### src/rtl/btn_filter_pkg.sv
// Shared button indices, direction codes and the priority encoder helper for the move path.
// Pure definitions, no state.
package btn_filter_pkg;

    localparam int BTN_NUM   = 4;
    localparam int BTN_IDX_U = 0;
    localparam int BTN_IDX_D = 1;
    localparam int BTN_IDX_L = 2;
    localparam int BTN_IDX_R = 3;

    typedef enum logic [1:0] {
        DIR_UP    = 2'b00,
        DIR_DOWN  = 2'b01,
        DIR_LEFT  = 2'b10,
        DIR_RIGHT = 2'b11
    } dir_e;

    // Priority u > d > l > r; caller decides what to do when nothing is held.
    function automatic dir_e dir_encode(input logic [BTN_NUM-1:0] lvl);
        dir_e d;
        d = DIR_RIGHT;
        if (lvl[BTN_IDX_U])      d = DIR_UP;
        else if (lvl[BTN_IDX_D]) d = DIR_DOWN;
        else if (lvl[BTN_IDX_L]) d = DIR_LEFT;
        return d;
    endfunction

endpackage

### src/rtl/btn_filter_ch.sv
// One button channel: 2-FF synchroniser, debounce counter, stable level and press pulse.
// Level follows pin after 2 + DEBOUNCE_CYCLES clocks, press one clock later; no backpressure.
module btn_filter_ch #(
    parameter int DEBOUNCE_CYCLES = 1_000_000,
    parameter int CNT_WIDTH       = 20
) (
    input  logic i_clk,
    input  logic i_rst_n,
    input  logic i_pin,
    output logic o_lvl,
    output logic o_press
);
    import btn_filter_pkg::*;

    localparam logic [CNT_WIDTH-1:0] CNT_MAX = CNT_WIDTH'(DEBOUNCE_CYCLES - 1);

    logic                 r_meta;
    logic                 r_sync;
    logic                 r_st;
    logic                 r_st_d;
    logic                 r_press;
    logic [CNT_WIDTH-1:0] r_cnt;

    always_ff @(posedge i_clk or negedge i_rst_n) begin
        if (!i_rst_n) begin
            r_meta  <= 1'b0;
            r_sync  <= 1'b0;
            r_st    <= 1'b0;
            r_st_d  <= 1'b0;
            r_press <= 1'b0;
            r_cnt   <= '0;
        end else begin
            r_meta  <= i_pin;
            r_sync  <= r_meta;
            r_st_d  <= r_st;
            r_press <= r_st & ~r_st_d;
            // Any sample matching the stable level restarts the run, so glitches never accumulate.
            if (r_sync == r_st) begin
                r_cnt <= '0;
            end else if (r_cnt >= CNT_MAX) begin
                r_st  <= r_sync;
                r_cnt <= '0;
            end else begin
                r_cnt <= r_cnt + 1'b1;
            end
        end
    end

    assign o_lvl   = r_st;
    assign o_press = r_press;

endmodule

### src/rtl/btn_filter.sv
// Four debounced push-buttons plus registered move_en/direction encoder for the player plane.
// Encoder outputs lag btn_lvl_o by one clock; no backpressure.
module btn_filter
    import btn_filter_pkg::*;
#(
    parameter int DEBOUNCE_CYCLES = 1_000_000,
    parameter int CNT_WIDTH       = 20
) (
    input  logic               clk,
    input  logic               rst,
    input  logic               btn_u_pin_i,
    input  logic               btn_d_pin_i,
    input  logic               btn_l_pin_i,
    input  logic               btn_r_pin_i,
    output logic [BTN_NUM-1:0] btn_lvl_o,
    output logic [BTN_NUM-1:0] btn_press_o,
    output logic               move_en_o,
    output logic [1:0]         direct_o
);

    logic [BTN_NUM-1:0] w_pins;
    logic [BTN_NUM-1:0] w_lvl;
    logic [BTN_NUM-1:0] w_press;
    logic               r_move_en;
    dir_e               r_direct;

    always_comb begin
        w_pins            = '0;
        w_pins[BTN_IDX_U] = btn_u_pin_i;
        w_pins[BTN_IDX_D] = btn_d_pin_i;
        w_pins[BTN_IDX_L] = btn_l_pin_i;
        w_pins[BTN_IDX_R] = btn_r_pin_i;
    end

    for (genvar g = 0; g < BTN_NUM; g++) begin : g_ch
        btn_filter_ch #(
            .DEBOUNCE_CYCLES (DEBOUNCE_CYCLES),
            .CNT_WIDTH       (CNT_WIDTH)
        ) u_ch (
            .i_clk   (clk),
            .i_rst_n (rst),
            .i_pin   (w_pins[g]),
            .o_lvl   (w_lvl[g]),
            .o_press (w_press[g])
        );
    end

    // Direction is sticky across releases so the move path keeps its last heading.
    always_ff @(posedge clk or negedge rst) begin
        if (!rst) begin
            r_move_en <= 1'b0;
            r_direct  <= DIR_UP;
        end else begin
            r_move_en <= |w_lvl;
            if (|w_lvl) begin
                r_direct <= dir_encode(w_lvl);
            end
        end
    end

    assign btn_lvl_o   = w_lvl;
    assign btn_press_o = w_press;
    assign move_en_o   = r_move_en;
    assign direct_o    = r_direct;

endmodule

### config.mk
export PLATFORM = sky130hd
export DESIGN_NAME = btn_filter
export DESIGN_NICKNAME = d
export VERILOG_FILES = /design/src/rtl/btn_filter_pkg.sv /design/src/rtl/btn_filter_ch.sv /design/src/rtl/btn_filter.sv
export SDC_FILE = /design/constraint.sdc
export NUM_CORES = 1
export LEC_CHECK = 0
export CAP_MARGIN = 10
export CORE_MARGIN = 2
export CORE_UTILIZATION = 35
export DETAILED_ROUTE_END_ITERATION = 8
export MAX_ROUTING_LAYER = met4
export SLEW_MARGIN = 20
export SYNTH_ARGS = -nofsm -noshare
export SYNTH_HDL_FRONTEND = slang
export SYNTH_SLANG_ARGS = --single-unit
### constraint.sdc
create_clock -name clk -period 2.65 [get_ports clk]
set_clock_uncertainty 0.1 [all_clocks]
set_input_delay 0.53 -clock clk [delete_from_list [all_inputs] [get_ports clk]]
set_output_delay 0.53 -clock clk [all_outputs]
set_load 0.01 [all_outputs]
=== Word-level counts from Yosys, hierarchy flattened ===
Index checks and enable logic that the tools add are counted.

* Bits in registers: 103
* Input bits: 6
* Output and inout bits: 11
* Logic and storage cells: 66

* Add/sub/neg operators: 4
* $lt $le $gt $ge: 4
* Equality and inequality tests: 4
* Multiplexer cells: 11
* Bitwise gates (word level): 12
* Reductions and logical operators: 5

{| class="wikitable"
|+ Operators with widths
! cell !! count
|-
| 2-to-1 mux 20 bit || 8
|-
| adder 20 x 1 -> 20 bit, second input constant || 4
|-
| greater-or-equal comparator 20 bit, second input constant || 4
|-
| inverter 1 bit || 8
|-
| AND reduction 2 bit || 4
|-
| bitwise AND 1 bit || 4
|-
| == test 1 bit || 4
|-
| 2-to-1 mux 2 bit || 2
|-
| OR reduction 4 bit || 1
|-
| 2-to-1 mux 1 bit || 1
|}

=== Depth between registers and ports, before layout ===
Gate-level depths: netlist of run 1.

* Depth after elaboration: 3
* Mapped depth: 7
* Gate-level depth less buffers: 5

=== Hierarchy ===
A second synthesis of run 1 with hierarchy kept.

* Cells, all modules: 441
* Area total of the unflattened synthesis: 4,823.4 um^2

{| class="wikitable"
|+ Modules (own cells, without submodules)
! module !! instances !! cells each !! area an instance (um^2) !! sequential area each (um^2)
|-
| btn_filter_ch || 4 || 108 || 1,178.6 || 625.6
|-
| btn_filter || 1 || 9 || 108.9 || 75.1
|}

=== Worst setup path after synthesis of run 1 ===
Ideal clock, no wire load.

* Kind: reg-to-reg
* From: reg g_ch[0].u_ch.r_cnt[0]
* To: reg g_ch[0].u_ch.r_cnt[18]
* Setup time: 0.094 ns
* Data arrival time: 1.999 ns
* Required time: 2.456 ns
* Path slack: 0.457 ns
* Stages on the path, launching flop included: 7
* Buffers on the path: 1
* Clock period less this slack: 2.193 ns
* Cell sequence: dfrtp_1 -> ha_1 -> nand2_1 -> or4_1 -> buf_2 -> or4_1 -> a211oi_1

* Longest elaborated chain between the ends: 3
* Elaborated cells on any way between the ends: 4
* Those cells by class: add/sub (1); order compare (1); mux (2)

{| class="wikitable"
|+ RTL lines
! what !! line !! RTL
|-
| start: declaration || btn_filter_ch.sv:22 || <nowiki>logic [CNT_WIDTH-1:0] r_cnt;</nowiki>
|-
| start signal: assignment || btn_filter_ch.sv:44 || <nowiki>r_cnt <= r_cnt + 1'b1;</nowiki>
|-
| adder 20 x 1 -> 20 bit / greater-or-equal comparator 20 bit (equally long branches) || btn_filter_ch.sv:44, btn_filter_ch.sv:40 ||
|-
| 2-to-1 mux 20 bit (*) || btn_filter_ch.sv:40 || <nowiki>end else if (r_cnt >= CNT_MAX) begin</nowiki>
|-
| 2-to-1 mux 20 bit (*) || btn_filter_ch.sv:38 || <nowiki>if (r_sync == r_st) begin</nowiki>
|}

Mark *: on every way between the ends. The rest lies on a longest branch, timed or not.
A chain may end at the register's enable or synchronous reset.

=== Final worst setup path of run 1 ===
* From: reg g_ch[3].u_ch.r_cnt[0]
* To: reg g_ch[3].u_ch.r_cnt[14]

* Longest elaborated chain between the ends: 3
* Elaborated cells on any way between the ends: 4
* Those cells by class: add/sub (1); order compare (1); mux (2)

{| class="wikitable"
|+ RTL lines
! what !! line
|-
| start: declaration || btn_filter_ch.sv:22
|-
| start signal: assignment || btn_filter_ch.sv:44
|-
| adder 20 x 1 -> 20 bit / greater-or-equal comparator 20 bit (equally long branches) || btn_filter_ch.sv:44, btn_filter_ch.sv:40
|-
| 2-to-1 mux 20 bit (*) || btn_filter_ch.sv:40
|-
| 2-to-1 mux 20 bit (*) || btn_filter_ch.sv:38
|}

Marked as above.

==> results of run 1 <==
[flip-flops by register name (all words and copies together) (netlist names)]
| signal | count |
|---|---|
| move_en_o | 1 |
| g_ch.u_ch.o_lvl | 4 |
| g_ch.u_ch.r_sync | 4 |
| g_ch.u_ch.o_press | 4 |
| g_ch.u_ch.r_st_d | 4 |
| g_ch.u_ch.r_cnt | 80 |
| g_ch.u_ch.r_meta | 4 |
| direct_o | 2 |
[report_power, final]
group | switching, mW | internal [mW]
Clock | 0.618 | 0.676
Sequential | 0.0202 | 1.59
Combinational | 0.0655 | 0.0316
[per-stage QoR]
stage                     hold WS [ns]  power (mW)  instances  cell area, µm²  utilization [%]
after floorplan                  0.134        1.68        502            4990                -
after global placement           0.235        1.74        682            5330             38.4
after detailed placement         0.235        1.75        682            5330             38.4
after CTS                    0.0000259        3.06        698            5620             40.5
after global routing            0.0155        3.13        698            5620             40.5
final                         -0.00587        3.00        698            5620             40.5
[cell families after synthesis]
kind of cell,Yosys count,synth area share [%]
adder cells (fa/ha/maj),4,1.00
flip-flops,103,51.7
buffers and inverters,40,3.79
AO/OA/AOI/OAI,70,9.34
AND/OR/NAND/NOR,232,24.9
XOR/XNOR,53,9.31
[routing by layer]
layer | vias to the layer above | global-route usage (%)
li1 | 1841 | -
met1 | 1818 | 17.7
met2 | 46 | 23.0
met3 | 19 | 2.77
met4 | 0 | 7.10
met5 | - | -
[layout by cell type (no fill, tap or decap), drive strengths merged, types with 14 or more instances in the layout]
| master | synthesis | final |
|---|---|---|
| dfrtp | 103 | 103 |
| xnor2 | 34 | 34 |
| a211oi | 16 | 16 |
| nand2 | 29 | 29 |
| nor2 | 43 | 43 |
| nand3 | 30 | 30 |
| clkdlybuf4s50 | 0 | 15 |
| or4 | 14 | 14 |
| or3 | 18 | 18 |
| xor2 | 19 | 19 |
| inv | 14 | 17 |
| o21ai | 24 | 24 |
| nand4 | 23 | 23 |
| nor3 | 39 | 39 |
[cell type report]
cell class	instances	area [µm²]	share of cell area, %
Clock inverter	6	51.3	0.914
Clock buffer	10	239	4.26
Timing Repair Buffer	26	245	4.37
Sequential cell	103	2580	45.9
Tap cell	180	225	4.01
Inverter	14	52.6	0.936
Multi-Input combinational cell	359	2220	39.6
[path summary, 6_finish.rpt]
path,end,slack (ns),cells after the start
setup reg to reg,g_ch[3].u_ch.r_cnt[14],0.25,6
hold / removal,g_ch[0].u_ch.r_cnt[4],-0.006,1
max in group asynchronous,g_ch[2].u_ch.r_cnt[16],1.80,2
min in group clk,g_ch[0].u_ch.r_sync,0.25,0
setup / recovery,g_ch[3].u_ch.r_cnt[14],0.25,6
hold reg to reg,g_ch[0].u_ch.r_sync,0.25,0
==> results_dict.tcl, run 1 <==
set metrics [dict create \
    number_of_synthesized_flops_with_an_enable_pin 0 \
    synth_seq_area_share_pct 51.7 \
    violated_checks "hold timing" \
    timing.rr.start "g_ch[3].u_ch.r_cnt[0]" \
    vias_per_cell 5.34 \
    buffer_ports.inserted 16 \
    fin_tns_setup_ns 0 \
    drv_cap 0 \
    timing.critical_path.from_type "flip-flop" \
    timing.final.max_slew_violations 0 \
    slowest_stage_delay_on_critical_path_ns 0.63 \
    wl_met1_mm 4.51 \
    grtUsageTotal_pct 14.5 \
    post_cts.repair.setup_buffers 0 \
    critical-path-slowest-cell "sky130_fd_sc_hd__a2111oi_0" \
    die_height_um 123 \
    max_slew_margin_pct 53.2 \
    antenna_cells_inserted 0 \
    power.ir.vdd_worst_v 0.000325 \
    grt_pass1_wl_mm 16.9 \
    finalWorstPathRequiredPeriod_ns 2.40 \
    postCtsHoldBufs 0 \
    core-area_um2 13900 \
    cp_top_family "compound AO/OA/AOI/OAI gates" \
    cp_max_fo 15 \
    wl_per_cell_um 13.6 \
    worst_path_class_setup "reg2reg" \
    p_leak_nw 2.20 \
    worstPathCellList "ha_1 -> and4_1 -> a2111oi_0 -> o21ai_1 -> buf_4 -> a211oi_1" \
    status "finished, violations left" \
    dp_worst_setup_slack_ns 0.305 \
    route.top_layer_used "met4" \
    synth.area.top_cells "sky130_fd_sc_hd__dfrtp_1 (52%), sky130_fd_sc_hd__xnor2_1 (6.0%), sky130_fd_sc_hd__nor3_1 (3.9%), sky130_fd_sc_hd__xor2_1 (3.3%), sky130_fd_sc_hd__nor2_1 (3.2%)" \
    post_route_cells_drive_above_1_share_pct 6.95 \
    timing.final.setup_violations 0 \
    gr-total-overflow 0 \
    grt_start_max_net_pins 64 \
    timing.hold.worst.class "in2async" \
    n_fill_cell 1373 \
    finish.net_count 523 \
    worstSkewPairLatency_ns 0.35 \
    totalWireLength_mm 9.53 \
    place_hpwl_mm 6.53 \
    clkSinkCount 103 \
    floorplan.initialDensity_pct 35.9 \
    row_count 43 \
    fmaxAchievable_ghz 0.416 \
    dr.first_iter.drc_count 267 \
    netlist.top_cell.by_area "sky130_fd_sc_hd__dfrtp_1" \
    grt_pass1_vias 3663 \
    area_growth_pct 12.6 \
    die_w_um 123 \
    crit_start "g_ch[3].u_ch.r_cnt[0]" \
    critPathCaptureType "flip-flop" \
    design.die.area_um2 15200 \
    number_of_distinct_library_cells_after_synthesis 41 \
    worstPathRequired_ns 2.80 \
    yosysMostFrequentCell "sky130_fd_sc_hd__dfrtp_1" \
    synth_cell_area_um2 4990 \
    arrival_ns 2.55 \
    fin_hold_ws_ns -0.00587 \
    clockRootBuffer "sky130_fd_sc_hd__clkbuf_16" \
    layout_worst_path_cycle_share_pct 90.7 \
    number_of_design_rule_violations_left_after_detail_routing 0 \
    count_of_state_elements_after_synthesis 103 \
    crit_buf_inv 1 \
    tritoncts "done" \
    synthArstFlopShare_pct 100 \
    place.gp.congestion 0.830 \
    postLayoutSetupSlackWorst_ns 0.247 \
    cts.clk_slew.worst_paths_ns 0.07 \
    cts_resized 0 \
    dr.pass1.iters 4 \
    antenna_found_initial 0 \
    synth-main-ff-cell "sky130_fd_sc_hd__dfrtp_1" \
    cellPowerDensity_nw_per_um2 535 \
    syn-mean-instance-area_um2 9.93 \
    syn_nets 512 \
    rsz0062_at_grt "false" \
    timing.final.hold_violations 4 \
    dr_wl_met3_um 262 \
    synthesis.instances 502 \
    cts_max_level 3 \
    max-clock-path-buffers 2 \
    met2_wirelength_mm 4.50 \
    ioPinCount 17 \
    yosys-top-cells-count "sky130_fd_sc_hd__dfrtp_1 (103), sky130_fd_sc_hd__nor2_1 (43), sky130_fd_sc_hd__nor3_1 (39), sky130_fd_sc_hd__xnor2_1 (34)" \
    yosys_warning_count 0 \
    synth_largest_type_area_fraction_pct 51.7 \
    antenna_violating_nets_post_route 0 \
    tightestPinTransition_ns 0.700 \
    via_count 3724 \
    cts_inserted_buffers 9 \
]
Power figures use the tool's default switching activity.
==> run 2: changes to the inputs <==
PLACE_DENSITY = 0.61   (was not set)
==> results_dict.tcl, run 2 (synthesis results as in run 1) <==
set metrics [dict create \
    grtUsageTotal_pct 14.1 \
    worst_path_class_setup "reg2reg" \
    wl_per_cell_um 13.4 \
    dr.pass1.iters 4 \
    totalWireLength_mm 9.34 \
    timing.final.max_slew_violations 0 \
    postCtsHoldBufs 0 \
    antenna_cells_inserted 0 \
    place_hpwl_mm 6.35 \
    row_count 43 \
    max-clock-path-buffers 2 \
    floorplan.initialDensity_pct 35.9 \
    timing.critical_path.from_type "flip-flop" \
    tritoncts "done" \
    n_fill_cell 1373 \
    p_leak_nw 2.20 \
    power.ir.vdd_worst_v 0.000419 \
    rsz0062_at_grt "false" \
    grt_pass1_vias 3511 \
    ioPinCount 17 \
    gr-total-overflow 0 \
    rr_endpoint "g_ch[0].u_ch.r_cnt[18]" \
    timing.final.setup_violations 0 \
    fmaxAchievable_ghz 0.423 \
    mostFrequentLayoutCell "sky130_fd_sc_hd__dfrtp_1" \
    antenna_violating_nets_post_route 0 \
    post_route_cells_drive_above_1_share_pct 6.58 \
    max_slew_margin_pct 52.7 \
    cellPowerDensity_nw_per_um2 546 \
    regMostFlops "g_ch.u_ch.r_cnt" \
    worstPathRequired_ns 2.81 \
    die_w_um 123 \
    clkSinkCount 103 \
    grt_start_max_net_pins 47 \
    grt_util_met1_pct 18.5 \
    design.die.area_um2 15200 \
    mostFrequentLayoutCells "sky130_fd_sc_hd__dfrtp_1 (103), sky130_fd_sc_hd__nor2_1 (43), sky130_fd_sc_hd__nor3_1 (38)" \
    status "finished clean" \
    post-route-util_pct 40.5 \
    die_height_um 123 \
    grt_pass1_wl_mm 16.4 \
    crit_start "g_ch[0].u_ch.r_cnt[0]" \
    drv_cap 0 \
    r2r_setup_slack_ns 0.28 \
    finalWorstPathRequiredPeriod_ns 2.37 \
    tightestPinTransition_ns 0.708 \
    buffer_ports.inserted 16 \
    fin_tns_setup_ns 0 \
    worstSkewPairLatency_ns 0.35 \
    timing.rr.start "g_ch[0].u_ch.r_cnt[0]" \
    largest_register_ffs 80 \
    finish.net_count 522 \
    timing.final.hold_violations 0 \
    grt_busiest_layer "met2" \
    critPathCaptureType "flip-flop" \
    number_of_design_rule_violations_left_after_detail_routing 0 \
    place.gp.congestion 0.803 \
    cts_max_level 3 \
    dr.first_iter.drc_count 212 \
    via_count 3674 \
    core-area_um2 13900 \
    cts.clk_slew.worst_paths_ns 0.07 \
    grt.met3_usage_pct 4.20 \
    clockRootBuffer "sky130_fd_sc_hd__clkbuf_16" \
    cts_inserted_buffers 9 \
    cp_max_fo 7 \
    post_cts.repair.setup_buffers 0 \
    vias_per_cell 5.27 \
    area_growth_pct 12.9 \
    worst-r2r-cell-count 5 \
    cts_resized 0 \
    arrival_ns 2.53 \
    timing.hold.worst.class "in2async" \
    antenna_found_initial 0 \
    total_power_of_the_final_layout_mw 3.07 \
    layout_worst_path_cycle_share_pct 89.3 \
    globalRouteMet2Util_pct 21.2 \
]
==> run 2: cell types whose count changed in the layout (fill, tap and decap cells not counted) <==
cell | before | now
sky130_fd_sc_hd__inv_6 | 3 | 0
sky130_fd_sc_hd__clkinv_4 | 2 | 1
sky130_fd_sc_hd__clkinvlp_4 | 1 | 2
sky130_fd_sc_hd__buf_4 | 10 | 9
sky130_fd_sc_hd__clkbuf_1 | 0 | 1
sky130_fd_sc_hd__bufinv_16 | 0 | 1
sky130_fd_sc_hd__clkbuf_8 | 1 | 2
==> run 2: how the worst max path moves through the flow <==
stage	endpoint
6_report	g_ch[0].u_ch.r_cnt[18]
3_5_place_dp	g_ch[0].u_ch.r_cnt[18]
3_3_place_gp	g_ch[0].u_ch.r_cnt[18]
5_1_grt	g_ch[3].u_ch.r_cnt[16]
2_1_floorplan	g_ch[0].u_ch.r_cnt[18]
4_1_cts	g_ch[0].u_ch.r_cnt[18]
==> run 2: routing by layer <==
metal | up-vias | wire [µm]
li1 | 1835 | -
met1 | 1797 | 4610
met2 | 34 | 4320
met3 | 8 | 274
met4 | 0 | 133
met5 | - | 0
==> run 2: worst max-delay path, stage by stage, from the launching register on <==
cell	delay, ns
sky130_fd_sc_hd__dfrtp_1	0.40
sky130_fd_sc_hd__ha_1	0.23
sky130_fd_sc_hd__nand2_1	0.14
sky130_fd_sc_hd__or4_1	0.67
sky130_fd_sc_hd__or4_1	0.51
sky130_fd_sc_hd__a211oi_1	0.23
==> run 2: area by class of cell <==
class,instances,area (µm²),share of cell area [%]
tap,180,225,4.00
inverter,14,52.6,0.934
sequential,103,2580,45.8
clock buffer,12,256,4.56
clock inverter,4,53.8,0.956
timing repair buffer,25,238,4.22
multi-input combinational,359,2220,39.5
==> run 2: power breakdown <==
part	switching (mW)	internal [mW]
registers	0.0207	1.59
logic	0.0653	0.0309
clock network	0.577	0.785
==> run 2: per-stage QoR <==
stage / instances / hold slack, ns / worst slack, ns / instance area [µm²]
6_report: 697 / 0.0295 / 0.283 / 5630
5_1_grt: 697 / 0.0588 / 0.0908 / 5630
4_1_cts: 697 / 0.0394 / 0.286 / 5630
3_5_place_dp: 681 / 0.235 / 0.286 / 5320
3_3_place_gp: 681 / 0.239 / 0.340 / 5320
2_1_floorplan: 502 / 0.134 / 0.457 / 4990
